`src/rtl/char_overlay_multi.sv`:
```
// char_overlay_multi
//   On-screen overlay for the LCD video path. Draws NUM_CHARS hex-digit glyphs,
//   one bounding-box outline and an optional screen border over the incoming
//   RGB888 stream. Digit codes, box and flags are written into a shadow copy
//   through a valid/ready handshake. The shadow copy moves to the active set only
//   at frame start (rising edge of i_vs), so a frame is never drawn half old and
//   half new. Each digit can blink with a half-period of BLINK_FRAMES frames. Its
//   background can be opaque (BG_COLOR) or transparent (video shows through).
//   Two register stages. Every output is the input delayed by exactly 2 cycles.
//
// Ports
//   clk, rst_n          pixel clock, asynchronous active-low reset
//   x, y                pixel coordinates aligned with i_de/i_data
//   i_hs, i_vs, i_de    input timing (active-high)
//   i_data              input RGB888
//   cfg_valid/ready     config handshake (capture on valid & ready)
//   cfg_chars           4-bit hex codes, char0 in [3:0] = leftmost cell
//   cfg_blink           per-char blink enable
//   cfg_box             {left,right,up,down}, 12 bits each
//   cfg_box_en          draw box outline
//   cfg_flags           [0] border enable, [1] transparent glyph background
//   o_hs, o_vs, o_de    timing delayed by 2 cycles
//   o_data              composited RGB888 (black while o_de = 0)
module char_overlay_multi #(
  parameter int unsigned NUM_CHARS    = 5,
  parameter int unsigned SCALE_LSB    = 2,
  parameter int unsigned POS_X        = 0,
  parameter int unsigned POS_Y        = 0,
  parameter int unsigned H_ACTIVE     = 480,
  parameter int unsigned V_ACTIVE     = 272,
  parameter logic [23:0] FG_COLOR     = 24'hffffff,
  parameter logic [23:0] BG_COLOR     = 24'h000000,
  parameter logic [23:0] BOX_COLOR    = 24'hff0000,
  parameter int unsigned BLINK_FRAMES = 30
) (
  input  logic                   clk,
  input  logic                   rst_n,
  input  logic [11:0]            x,
  input  logic [11:0]            y,
  input  logic                   i_hs,
  input  logic                   i_vs,
  input  logic                   i_de,
  input  logic [23:0]            i_data,
  input  logic                   cfg_valid,
  output logic                   cfg_ready,
  input  logic [4*NUM_CHARS-1:0] cfg_chars,
  input  logic [NUM_CHARS-1:0]   cfg_blink,
  input  logic [47:0]            cfg_box,
  input  logic                   cfg_box_en,
  input  logic [1:0]             cfg_flags,
  output logic                   o_hs,
  output logic                   o_vs,
  output logic                   o_de,
  output logic [23:0]            o_data
);

  localparam int unsigned CELL_H = 16 << SCALE_LSB;
  localparam int unsigned FC_W   = (BLINK_FRAMES > 1) ? $clog2(BLINK_FRAMES) : 1;

  typedef enum logic {PH_VISIBLE = 1'b0, PH_HIDDEN = 1'b1} phase_e;

  // Seven-segment style hex font in an 8x16 cell. The MSB is the top-left pixel.
  // Segment bits: [0]a top, [1]b upper-right, [2]c lower-right, [3]d bottom,
  // [4]e lower-left, [5]f upper-left, [6]g middle.
  function automatic logic [127:0] char_array_decode(input logic [3:0] code);
    logic [6:0]   seg;
    logic [127:0] g;
    logic         on;
    case (code)
      4'h0: seg = 7'h3f;  4'h1: seg = 7'h06;  4'h2: seg = 7'h5b;  4'h3: seg = 7'h4f;
      4'h4: seg = 7'h66;  4'h5: seg = 7'h6d;  4'h6: seg = 7'h7d;  4'h7: seg = 7'h07;
      4'h8: seg = 7'h7f;  4'h9: seg = 7'h6f;  4'ha: seg = 7'h77;  4'hb: seg = 7'h7c;
      4'hc: seg = 7'h39;  4'hd: seg = 7'h5e;  4'he: seg = 7'h79;  default: seg = 7'h71;
    endcase
    g = '0;
    for (int unsigned r = 0; r < 16; r++) begin
      for (int unsigned c = 0; c < 8; c++) begin
        on = 1'b0;
        if (seg[0] && r == 1  && c >= 2 && c <= 5)  on = 1'b1;
        if (seg[1] && c == 6  && r >= 2 && r <= 6)  on = 1'b1;
        if (seg[2] && c == 6  && r >= 9 && r <= 13) on = 1'b1;
        if (seg[3] && r == 14 && c >= 2 && c <= 5)  on = 1'b1;
        if (seg[4] && c == 1  && r >= 9 && r <= 13) on = 1'b1;
        if (seg[5] && c == 1  && r >= 2 && r <= 6)  on = 1'b1;
        if (seg[6] && r == 7  && c >= 2 && c <= 5)  on = 1'b1;
        g[7'(127 - (8 * r + c))] = on;
      end
    end
    return g;
  endfunction

  // ---------------- configuration, frame start, blink ----------------
  logic                   vs_q, vs_d;
  logic                   pending_q, pending_d;
  logic [4*NUM_CHARS-1:0] sh_chars_q, sh_chars_d, act_chars_q, act_chars_d;
  logic [NUM_CHARS-1:0]   sh_blink_q, sh_blink_d, act_blink_q, act_blink_d;
  logic [47:0]            sh_box_q, sh_box_d, act_box_q, act_box_d;
  logic                   sh_box_en_q, sh_box_en_d, act_box_en_q, act_box_en_d;
  logic [1:0]             sh_flags_q, sh_flags_d, act_flags_q, act_flags_d;
  logic [FC_W-1:0]        frame_cnt_q, frame_cnt_d;
  phase_e                 phase_q, phase_d;
  logic                   frame_start, cfg_fire;

  assign cfg_ready = ~pending_q;

  always_comb begin
    frame_start  = i_vs & ~vs_q;
    // A capture needs pending = 0. So a capture can never meet a pending copy
    // in the same cycle. The new shadow always waits for the next frame start.
    cfg_fire     = cfg_valid & ~pending_q;
    vs_d         = i_vs;
    pending_d    = pending_q;
    sh_chars_d   = sh_chars_q;
    sh_blink_d   = sh_blink_q;
    sh_box_d     = sh_box_q;
    sh_box_en_d  = sh_box_en_q;
    sh_flags_d   = sh_flags_q;
    act_chars_d  = act_chars_q;
    act_blink_d  = act_blink_q;
    act_box_d    = act_box_q;
    act_box_en_d = act_box_en_q;
    act_flags_d  = act_flags_q;
    frame_cnt_d  = frame_cnt_q;
    phase_d      = phase_q;

    if (frame_start) begin
      if (pending_q) begin
        act_chars_d  = sh_chars_q;
        act_blink_d  = sh_blink_q;
        act_box_d    = sh_box_q;
        act_box_en_d = sh_box_en_q;
        act_flags_d  = sh_flags_q;
        pending_d    = 1'b0;
      end
      if (frame_cnt_q == FC_W'(BLINK_FRAMES - 1)) begin
        frame_cnt_d = '0;
        phase_d     = (phase_q == PH_VISIBLE) ? PH_HIDDEN : PH_VISIBLE;
      end else begin
        frame_cnt_d = frame_cnt_q + FC_W'(1);
      end
    end

    if (cfg_fire) begin
      sh_chars_d  = cfg_chars;
      sh_blink_d  = cfg_blink;
      sh_box_d    = cfg_box;
      sh_box_en_d = cfg_box_en;
      sh_flags_d  = cfg_flags;
      pending_d   = 1'b1;
    end
  end

  always_ff @(posedge clk or negedge rst_n) begin
    if (!rst_n) begin
      vs_q         <= 1'b0;
      pending_q    <= 1'b0;
      sh_chars_q   <= '0;
      sh_blink_q   <= '0;
      sh_box_q     <= '0;
      sh_box_en_q  <= 1'b0;
      sh_flags_q   <= '0;
      act_chars_q  <= '0;
      act_blink_q  <= '0;
      act_box_q    <= '0;
      act_box_en_q <= 1'b0;
      act_flags_q  <= '0;
      frame_cnt_q  <= '0;
      phase_q      <= PH_VISIBLE;
    end else begin
      vs_q         <= vs_d;
      pending_q    <= pending_d;
      sh_chars_q   <= sh_chars_d;
      sh_blink_q   <= sh_blink_d;
      sh_box_q     <= sh_box_d;
      sh_box_en_q  <= sh_box_en_d;
      sh_flags_q   <= sh_flags_d;
      act_chars_q  <= act_chars_d;
      act_blink_q  <= act_blink_d;
      act_box_q    <= act_box_d;
      act_box_en_q <= act_box_en_d;
      act_flags_q  <= act_flags_d;
      frame_cnt_q  <= frame_cnt_d;
      phase_q      <= phase_d;
    end
  end

  // ---------------- stage 1: region hits and glyph coordinates ----------------
  logic [12:0] dx, dy;
  logic [2:0]  cell_idx;
  logic [4*NUM_CHARS-1:0] chars_sh;
  logic [NUM_CHARS-1:0]   blink_sh;
  logic        in_row, in_col, blinked;
  logic [11:0] bx_l, bx_r, bx_u, bx_d;
  logic        box_ok, on_vert, on_horz;

  logic        s1_border_q, s1_border_d;
  logic        s1_box_q, s1_box_d;
  logic        s1_cell_q, s1_cell_d;
  logic [3:0]  s1_code_q, s1_code_d;
  logic [2:0]  s1_gx_q, s1_gx_d;
  logic [3:0]  s1_gy_q, s1_gy_d;
  logic        s1_transp_q, s1_transp_d;
  logic [23:0] s1_data_q, s1_data_d;
  logic        s1_hs_q, s1_hs_d, s1_vs_q, s1_vs_d, s1_de_q, s1_de_d;

  always_comb begin
    // 13-bit offsets. Bit 12 set means the pixel is left of or above the row.
    dx       = {1'b0, x} - 13'(POS_X);
    dy       = {1'b0, y} - 13'(POS_Y);
    // Cells are a power of two wide. So the cell index is just the upper bits of dx.
    cell_idx = 3'(dx >> (3 + SCALE_LSB));
    in_row   = ~dy[12] && (dy < 13'(CELL_H));
    in_col   = ~dx[12] && ((dx >> (3 + SCALE_LSB)) < 13'(NUM_CHARS));
    chars_sh = act_chars_q >> {cell_idx, 2'b00};
    blink_sh = act_blink_q >> cell_idx;
    blinked  = blink_sh[0] && (phase_q == PH_HIDDEN);

    bx_l    = act_box_q[47:36];
    bx_r    = act_box_q[35:24];
    bx_u    = act_box_q[23:12];
    bx_d    = act_box_q[11:0];
    box_ok  = act_box_en_q && (bx_l <= bx_r) && (bx_u <= bx_d);
    on_vert = ((x == bx_l) || (x == bx_r)) && (y >= bx_u) && (y <= bx_d);
    on_horz = ((y == bx_u) || (y == bx_d)) && (x >= bx_l) && (x <= bx_r);

    s1_border_d = act_flags_q[0] &&
                  ((x == 12'd1) || (x == 12'(H_ACTIVE)) ||
                   (y == 12'd0) || (y == 12'(V_ACTIVE - 1)));
    s1_box_d    = box_ok && (on_vert || on_horz);
    s1_cell_d   = in_row && in_col && !blinked;
    s1_code_d   = chars_sh[3:0];
    s1_gx_d     = 3'(dx >> SCALE_LSB);
    s1_gy_d     = 4'(dy >> SCALE_LSB);
    s1_transp_d = act_flags_q[1];
    s1_data_d   = i_data;
    s1_hs_d     = i_hs;
    s1_vs_d     = i_vs;
    s1_de_d     = i_de;
  end

  always_ff @(posedge clk or negedge rst_n) begin
    if (!rst_n) begin
      s1_border_q <= 1'b0;
      s1_box_q    <= 1'b0;
      s1_cell_q   <= 1'b0;
      s1_code_q   <= '0;
      s1_gx_q     <= '0;
      s1_gy_q     <= '0;
      s1_transp_q <= 1'b0;
      s1_data_q   <= '0;
      s1_hs_q     <= 1'b0;
      s1_vs_q     <= 1'b0;
      s1_de_q     <= 1'b0;
    end else begin
      s1_border_q <= s1_border_d;
      s1_box_q    <= s1_box_d;
      s1_cell_q   <= s1_cell_d;
      s1_code_q   <= s1_code_d;
      s1_gx_q     <= s1_gx_d;
      s1_gy_q     <= s1_gy_d;
      s1_transp_q <= s1_transp_d;
      s1_data_q   <= s1_data_d;
      s1_hs_q     <= s1_hs_d;
      s1_vs_q     <= s1_vs_d;
      s1_de_q     <= s1_de_d;
    end
  end

  // ---------------- stage 2: glyph lookup and priority mux ----------------
  logic [127:0] glyph;
  logic         glyph_bit;
  logic [23:0]  o_data_q, o_data_d;
  logic         o_hs_q, o_vs_q, o_de_q;

  always_comb begin
    glyph     = char_array_decode(s1_code_q);
    // The bit index is 127 - (8*gy + gx). That equals the inverse of {gy,gx}.
    glyph_bit = glyph[~{s1_gy_q, s1_gx_q}];
    if (!s1_de_q)         o_data_d = '0;
    else if (s1_border_q) o_data_d = BOX_COLOR;
    else if (s1_box_q)    o_data_d = BOX_COLOR;
    else if (s1_cell_q)   o_data_d = glyph_bit ? FG_COLOR : (s1_transp_q ? s1_data_q : BG_COLOR);
    else                  o_data_d = s1_data_q;
  end

  always_ff @(posedge clk or negedge rst_n) begin
    if (!rst_n) begin
      o_data_q <= '0;
      o_hs_q   <= 1'b0;
      o_vs_q   <= 1'b0;
      o_de_q   <= 1'b0;
    end else begin
      o_data_q <= o_data_d;
      o_hs_q   <= s1_hs_q;
      o_vs_q   <= s1_vs_q;
      o_de_q   <= s1_de_q;
    end
  end

  assign o_data = o_data_q;
  assign o_hs   = o_hs_q;
  assign o_vs   = o_vs_q;
  assign o_de   = o_de_q;

endmodule

```
`config.mk`:
```
export PLATFORM = sky130hd
export DESIGN_NAME = char_overlay_multi
export DESIGN_NICKNAME = d
export VERILOG_FILES = /design/src/rtl/char_overlay_multi.sv
export SDC_FILE = /design/constraint.sdc
export NUM_CORES = 1
export LEC_CHECK = 0
export CAP_MARGIN = 20
export CORE_MARGIN = 2
export CORE_UTILIZATION = 53
export DETAILED_ROUTE_END_ITERATION = 8
export GPL_ROUTABILITY_DRIVEN = 1
export PLACE_DENSITY = 0.89
export REMOVE_ABC_BUFFERS = 1
export SYNTH_ARGS = -nofsm -noshare
export SYNTH_HDL_FRONTEND = slang
export SYNTH_SLANG_ARGS = --single-unit
```
`constraint.sdc`:
```
create_clock -name clk -period 6.8 [get_ports clk]
set_clock_uncertainty 0.15 [all_clocks]
set_input_delay 0.68 -clock clk [delete_from_list [all_inputs] [get_ports clk]]
set_output_delay 0.68 -clock clk [all_outputs]
set_load 0.03 [all_outputs]
```
-- Yosys cells after proc, flatten, opt, wreduce, memory -nomap -nowiden
Memories as Yosys holds them, arrays and structs flattened.
Cells that the tools add are included.
Widths: inputs -> output; s select.
- add/sub/neg operators: 1
- magnitude comparators: 9
- eq/ne operators: 8
- shift-type cells: 2
- muxes and demuxes: 19
- bitwise gates (word level): 5
- reduce and logical (&&, ||, !) cells: 22
- operators with widths (cell ; number):
    $mux 24 ; 6
    $eq 12x12->1 ; 4
    $le 12x12->1 ; 4
    $eq 12x9->1 const B ; 2
    $ge 12x12->1 ; 2
    $shr 20x5->4 ; 1
    $eq 12x1->1 const B ; 1
    $logic_not 12->1 ; 1
    $lt 12x7->1 const B ; 1
    $logic_and 1x1->1 ; 11
    $mux 1 ; 11
    $lt 7x8->1 const B ; 1
    $bmux 1 s7 ; 1
    $lt 7x3->1 const B ; 1
    $not 7->7 ; 1
    $logic_or 1x1->1 ; 6
    $add 5x1->5 const B ; 1
    $eq 5x5->1 const B ; 1
    $mux 5 ; 1
    $shr 5x3->1 ; 1
    $reduce_and 2->1 ; 2
    $and 1x1->1 ; 2
    $not 1->1 ; 2
    $reduce_bool 2->1 ; 1
    $logic_not 1->1 ; 1
- register bits after elaboration: 228
- memory bits (read-only): 112
- bits of input ports: 130
- output and inout bits: 28
- logic and storage cells: 95
- memories: 1
- memory list (memory ; words ; width ; read ports ; clocked after memory_dff ; wr ports ; line ; text):
    (name not given) ; 16 ; 7 ; 1 ; 0 ; 0 ; 69 ; case (code)

-- Logic depth before layout (Yosys ltp)
An unclocked memory read counts as a cell.
- depth in word-level cells: 9
- gate-level depth with buffers: 10
- mapped depth without buffers: 8

-- Worst setup path after synthesis
No wires, ideal clock.
- kind: flip-flop to flip-flop
- start point: register s1_code_q[1]
- end point: register o_data_q[10] (netlist: o_data[10])
- arrival: 2212 ps
- path slack: 4360 ps
- cell stages (with the launch flop): 11
- path buffers: 2
- clock period less this slack: 2440 ps
- cell sequence: dfrtp_1 inv_1 ha_1 and3_1 a311o_1 a21oi_2 a2111oi_1 or4_1 buf_2 buf_6 a21oi_2
- word-level cells in the longest chain between the ends: 9
- elaborated cells on any way between the ends: 15
- RTL lines (item ; line ; text):
    start, declared ; 199 ; logic [3:0] s1_code_q, s1_code_d;
    start signal, assigned ; 258 ; s1_code_q <= s1_code_d;
    $mem_v2 16x7 * ; - ;
    $mux 1 (tied with other cells) ; 82 ; if (seg[3] && r == 14 && c >= 2 && c <= 5) on = 1'b1;
    $bmux 1 s7 * ; 278 ; glyph_bit = glyph[~{s1_gy_q, s1_gx_q}];
    $mux 1 (implied by the code) * ; 278 ;
    $mux 24 * (2 in series) ; 282 ; else if (s1_cell_q) o_data_d = glyph_bit ? FG_COLOR : (s1_transp_q ? s1_data_q : BG_COLOR);
    $mux 24 * ; 281 ; else if (s1_box_q) o_data_d = BOX_COLOR;
    $mux 24 * ; 280 ; else if (s1_border_q) o_data_d = BOX_COLOR;
    $mux 24 * ; 279 ; if (!s1_de_q) o_data_d = '0;
    named net o_data_d[10] ; 272 ; logic [23:0] o_data_q, o_data_d;
    end signal, assigned ; 293 ; o_data_q <= o_data_d;
    end, declared ; 272 ;
Mark *: on every way through the listed nets, which the timed path passes. The rest lies on a longest branch. The select of a mux whose other input is x is not followed.
A chain may end at the register's enable or synchronous reset.

-- Final worst setup path
- start point: register s1_code_q[1]
- end point: register o_data_q[8] (netlist: o_data[8])
Same word-level chain as after synthesis.

==> impl_metrics.py <==
metrics = {
    "sta": {
        "fmax_ghz": 0.322,
        "period_share_pct": 45.6,
        "hold_ws_ps": 94.6,
        "timing.final.crit_period_ps": 3100,
        "slew_headroom_pct": 22.8,
        "setup_viol": 0,
        "tns_ps": 0,
        "rsz0062_at_grt": "false",
        "worstMarginPinSlew_ps": 1160,
        "hold_viol": 0,
        "drv_slew": 0,
        "worst_slack_ps": 3700,
    },
    "clock_network": {
        "cts_resized": 0,
        "clock_path_buffers": 3,
        "htree_num_levels": 1,
        "clock_latency_ps": 510,
        "clkTransAtPathRegs_ps": 60,
        "hold_buffers": 0,
        "cts_sinks": 228,
        "cts_buffers": 23,
        "cts-root-buf": "clkbuf_16",
        "postCtsSetupBuffers": 0,
        "cts_tree": "yes",
    },
    "finish": {
        "drive_above_1_share_pct": 21.5,
        "multi_input_area_um2": 4350,
        "final-seq-area_um2": 5710,
        "fin_nets": 1181,
        "diodes": 0,
        "utilization_pct": 67.4,
        "nFillCells": 1365,
        "area_growth_pct": 25.5,
    },
    "yosys": {
        "ys_async_sr_fraction_pct": 100,
        "synth_common_cells": "dfrtp_1, mux2_2, ha_1, inv_1, nand2_1",
        "synth_top_area_share_pct": 55.0,
        "synth.distinct_cells": 49,
        "yosysTopAreaCell": "dfrtp_1",
        "avgSynthCellArea_um2": 12.8,
        "yosys-top-cells-area": "dfrtp_1, mux2_2, ha_1, inv_1, a21oi_1",
        "yosysSeqAreaShare_pct": 55.0,
        "ys.flop_type": "dfrtp_1",
        "ys_warn_count": 0,
        "syn_inst": 812,
        "yosysMostFrequentCell": "dfrtp_1",
        "ys_seq_elements": 228,
        "synth_edf_count": 0,
        "synth_area_um2": 10400,
    },
    "die": {
        "start_util_pct": 53.7,
        "die_h_um": 144,
        "core-area_um2": 19300,
        "dieArea_um2": 20700,
        "dieWidth_um": 144,
        "rows": 51,
        "io_pins": 158,
    },
    "critical_path": {
        "slowest_stage": "or4_1",
        "required_ps": 7070,
        "end_kind": "flip-flop",
        "path_common_cell": "a21oi_2",
        "rr_startpoint": "s1_code_q[1]$_DFF_PN0_",
        "critPathLaunchType": "flip-flop",
        "crit_path_cell_trace": "inv_1 -> ha_1 -> and3_1 -> a311o_1 -> a21oi_2 -> a2111oi_1 -> or4_1 -> a21oi_2",
        "r2r_cells": 8,
        "r2r-end": "o_data[8]$_DFF_PN0_",
        "setup.worst_path.class": "flip-flop to flip-flop",
        "critPathBufInv": 1,
        "arrival_ps": 3370,
        "max_stage_delay_ps": 970,
        "critical_path.max_fanout": 24,
        "cp_top_family": "simple AND/OR/NAND/NOR gates",
        "reg2reg_setup_slack_ps": 3700,
    },
    "route": {
        "drc": 0,
        "ant_nets": 0,
        "num_vias": 6913,
        "via_per_inst": 5.52,
        "routed_wl_mm": 21.9,
        "drtPass1Iterations": 5,
        "drtIter0Drc": 380,
        "routedWlPerCell_um": 17.5,
    },
    "placement": {
        "io_buffers": 157,
        "dpl.hpwl_mm": 15.3,
        "pre_cts_slack_ps": 3390,
        "gp_congestion": 0.868,
    },
    "power_and_ir_drop": {
        "pwr_density_cell_nw_per_um2": 344,
        "power_w": 0.00449,
        "peakVddDrop_mv": 0.200,
        "power_leakage_nw": 5.84,
    },
    "global_route": {
        "grt_start_max_net_pins": 150,
        "antenna_found_initial": 1,
        "grt_pass1_wl_mm": 36.1,
        "grt_pass1_vias": 7272,
        "grt_overflow_total": 0,
        "grt.total_usage_pct": 22.0,
    },
    "run_status": {
        "outcome": "finished, final reports clean",
    },
    "job": {
        "drv_cap": 0,
    },
    "worst_hold_path": {
        "min_path_type": "input port to async pin",
    },
}
[how the worst max path moves through the flow]
| stage | start | depth (start not counted) | slack, ps | to |
|---|---|---|---|---|
| after detailed placement | cfg_valid | 4 | 3390 | sh_box_q[23]$_DFFE_PN0P_ |
| final | s1_code_q[1]$_DFF_PN0_ | 8 | 3700 | o_data[8]$_DFF_PN0_ |
| after global placement | cfg_valid | 4 | 3430 | sh_box_q[23]$_DFFE_PN0P_ |
| after CTS | s1_code_q[1]$_DFF_PN0_ | 8 | 3720 | o_data[8]$_DFF_PN0_ |
| after floorplan | cfg_valid | 2 | 2020 | sh_blink_q[0]$_DFFE_PN0P_ |
| after global routing | s1_code_q[1]$_DFF_PN0_ | 8 | 3470 | o_data[21]$_DFF_PN0_ |
[power breakdown]
part / switching (W) / internal [W] / total, W / leakage (nW)
clock network: 0.000514 / 0.000810 / 0.00132 / 0.390
registers: 0.000227 / 0.00171 / 0.00194 / 2.72
logic: 0.000572 / 0.000649 / 0.00122 / 2.74
[cell families after synthesis]
group | synth area share [%]
AO/OA/AOI/OAI | 7.74
multiplexers | 17.6
AND/OR/NAND/NOR | 6.65
XOR/XNOR | 0.169
buffers and inverters | 3.28
adder cells (fa/ha/maj) | 9.64
flip-flops | 55.0
[cells in the final DEF, fill, tap and decap left out, types with 3 or more instances in the layout]
master | netlist | layout
a21oi_2 | 13 | 13
nor3_1 | 7 | 7
clkbuf_8 | 0 | 3
o21ai_0 | 15 | 15
nand2_1 | 41 | 40
nand4_1 | 18 | 18
buf_4 | 0 | 4
a211oi_1 | 7 | 7
clkbuf_16 | 0 | 23
nand2b_1 | 8 | 8
nand3_1 | 16 | 16
ha_1 | 80 | 80
clkinv_2 | 0 | 4
o31ai_1 | 3 | 3
mux2i_1 | 9 | 9
and3_1 | 4 | 4
a211o_1 | 3 | 3
clkbuf_1 | 17 | 7
dfrtp_1 | 228 | 228
a21o_1 | 12 | 12
or3_1 | 3 | 3
nor2_1 | 16 | 16
inv_1 | 56 | 56
bufinv_16 | 0 | 4
nor2b_1 | 13 | 12
o22ai_1 | 4 | 4
o211ai_1 | 8 | 8
clkdlybuf4s50_1 | 0 | 156
a21oi_1 | 35 | 35
mux2_2 | 154 | 154
or4_1 | 3 | 3
[layout make-up]
type                            instances  share of cell area, %
Sequential cell                       228                   43.8
Multi-Input combinational cell        500                   33.4
Timing Repair Buffer                  162                   12.5
Clock buffer                           33                   4.94
Tap cell                              265                   2.55
Inverter                               56                   1.61
Clock inverter                          9                   1.14
[registers in the layout, indices dropped and copies added, names as in the netlist, 5 cells and up]
name	flops
sh_box_q	48
act_blink_q	5
sh_chars_q	20
frame_cnt_q	5
sh_blink_q	5
o_data	24
act_chars_q	20
s1_data_q	24
act_box_q	48
[through the flow]
step / area, um^2 / cells
after floorplan: 10300 / 784
after global placement: 12200 / 1210
after detailed placement: 12200 / 1210
after CTS: 13000 / 1252
after global routing: 13000 / 1253
final: 13000 / 1253
[layer usage]
metal	share of wire, %	up-vias	global-route usage (%)
met5	0.078	-	0
li1	-	3225	-
met4	2.6	2	6.50
met3	5.9	46	3.97
met2	49	224	38.4
met1	42	3416	28.0
Note: power is estimated with default switching activity, not from simulation.
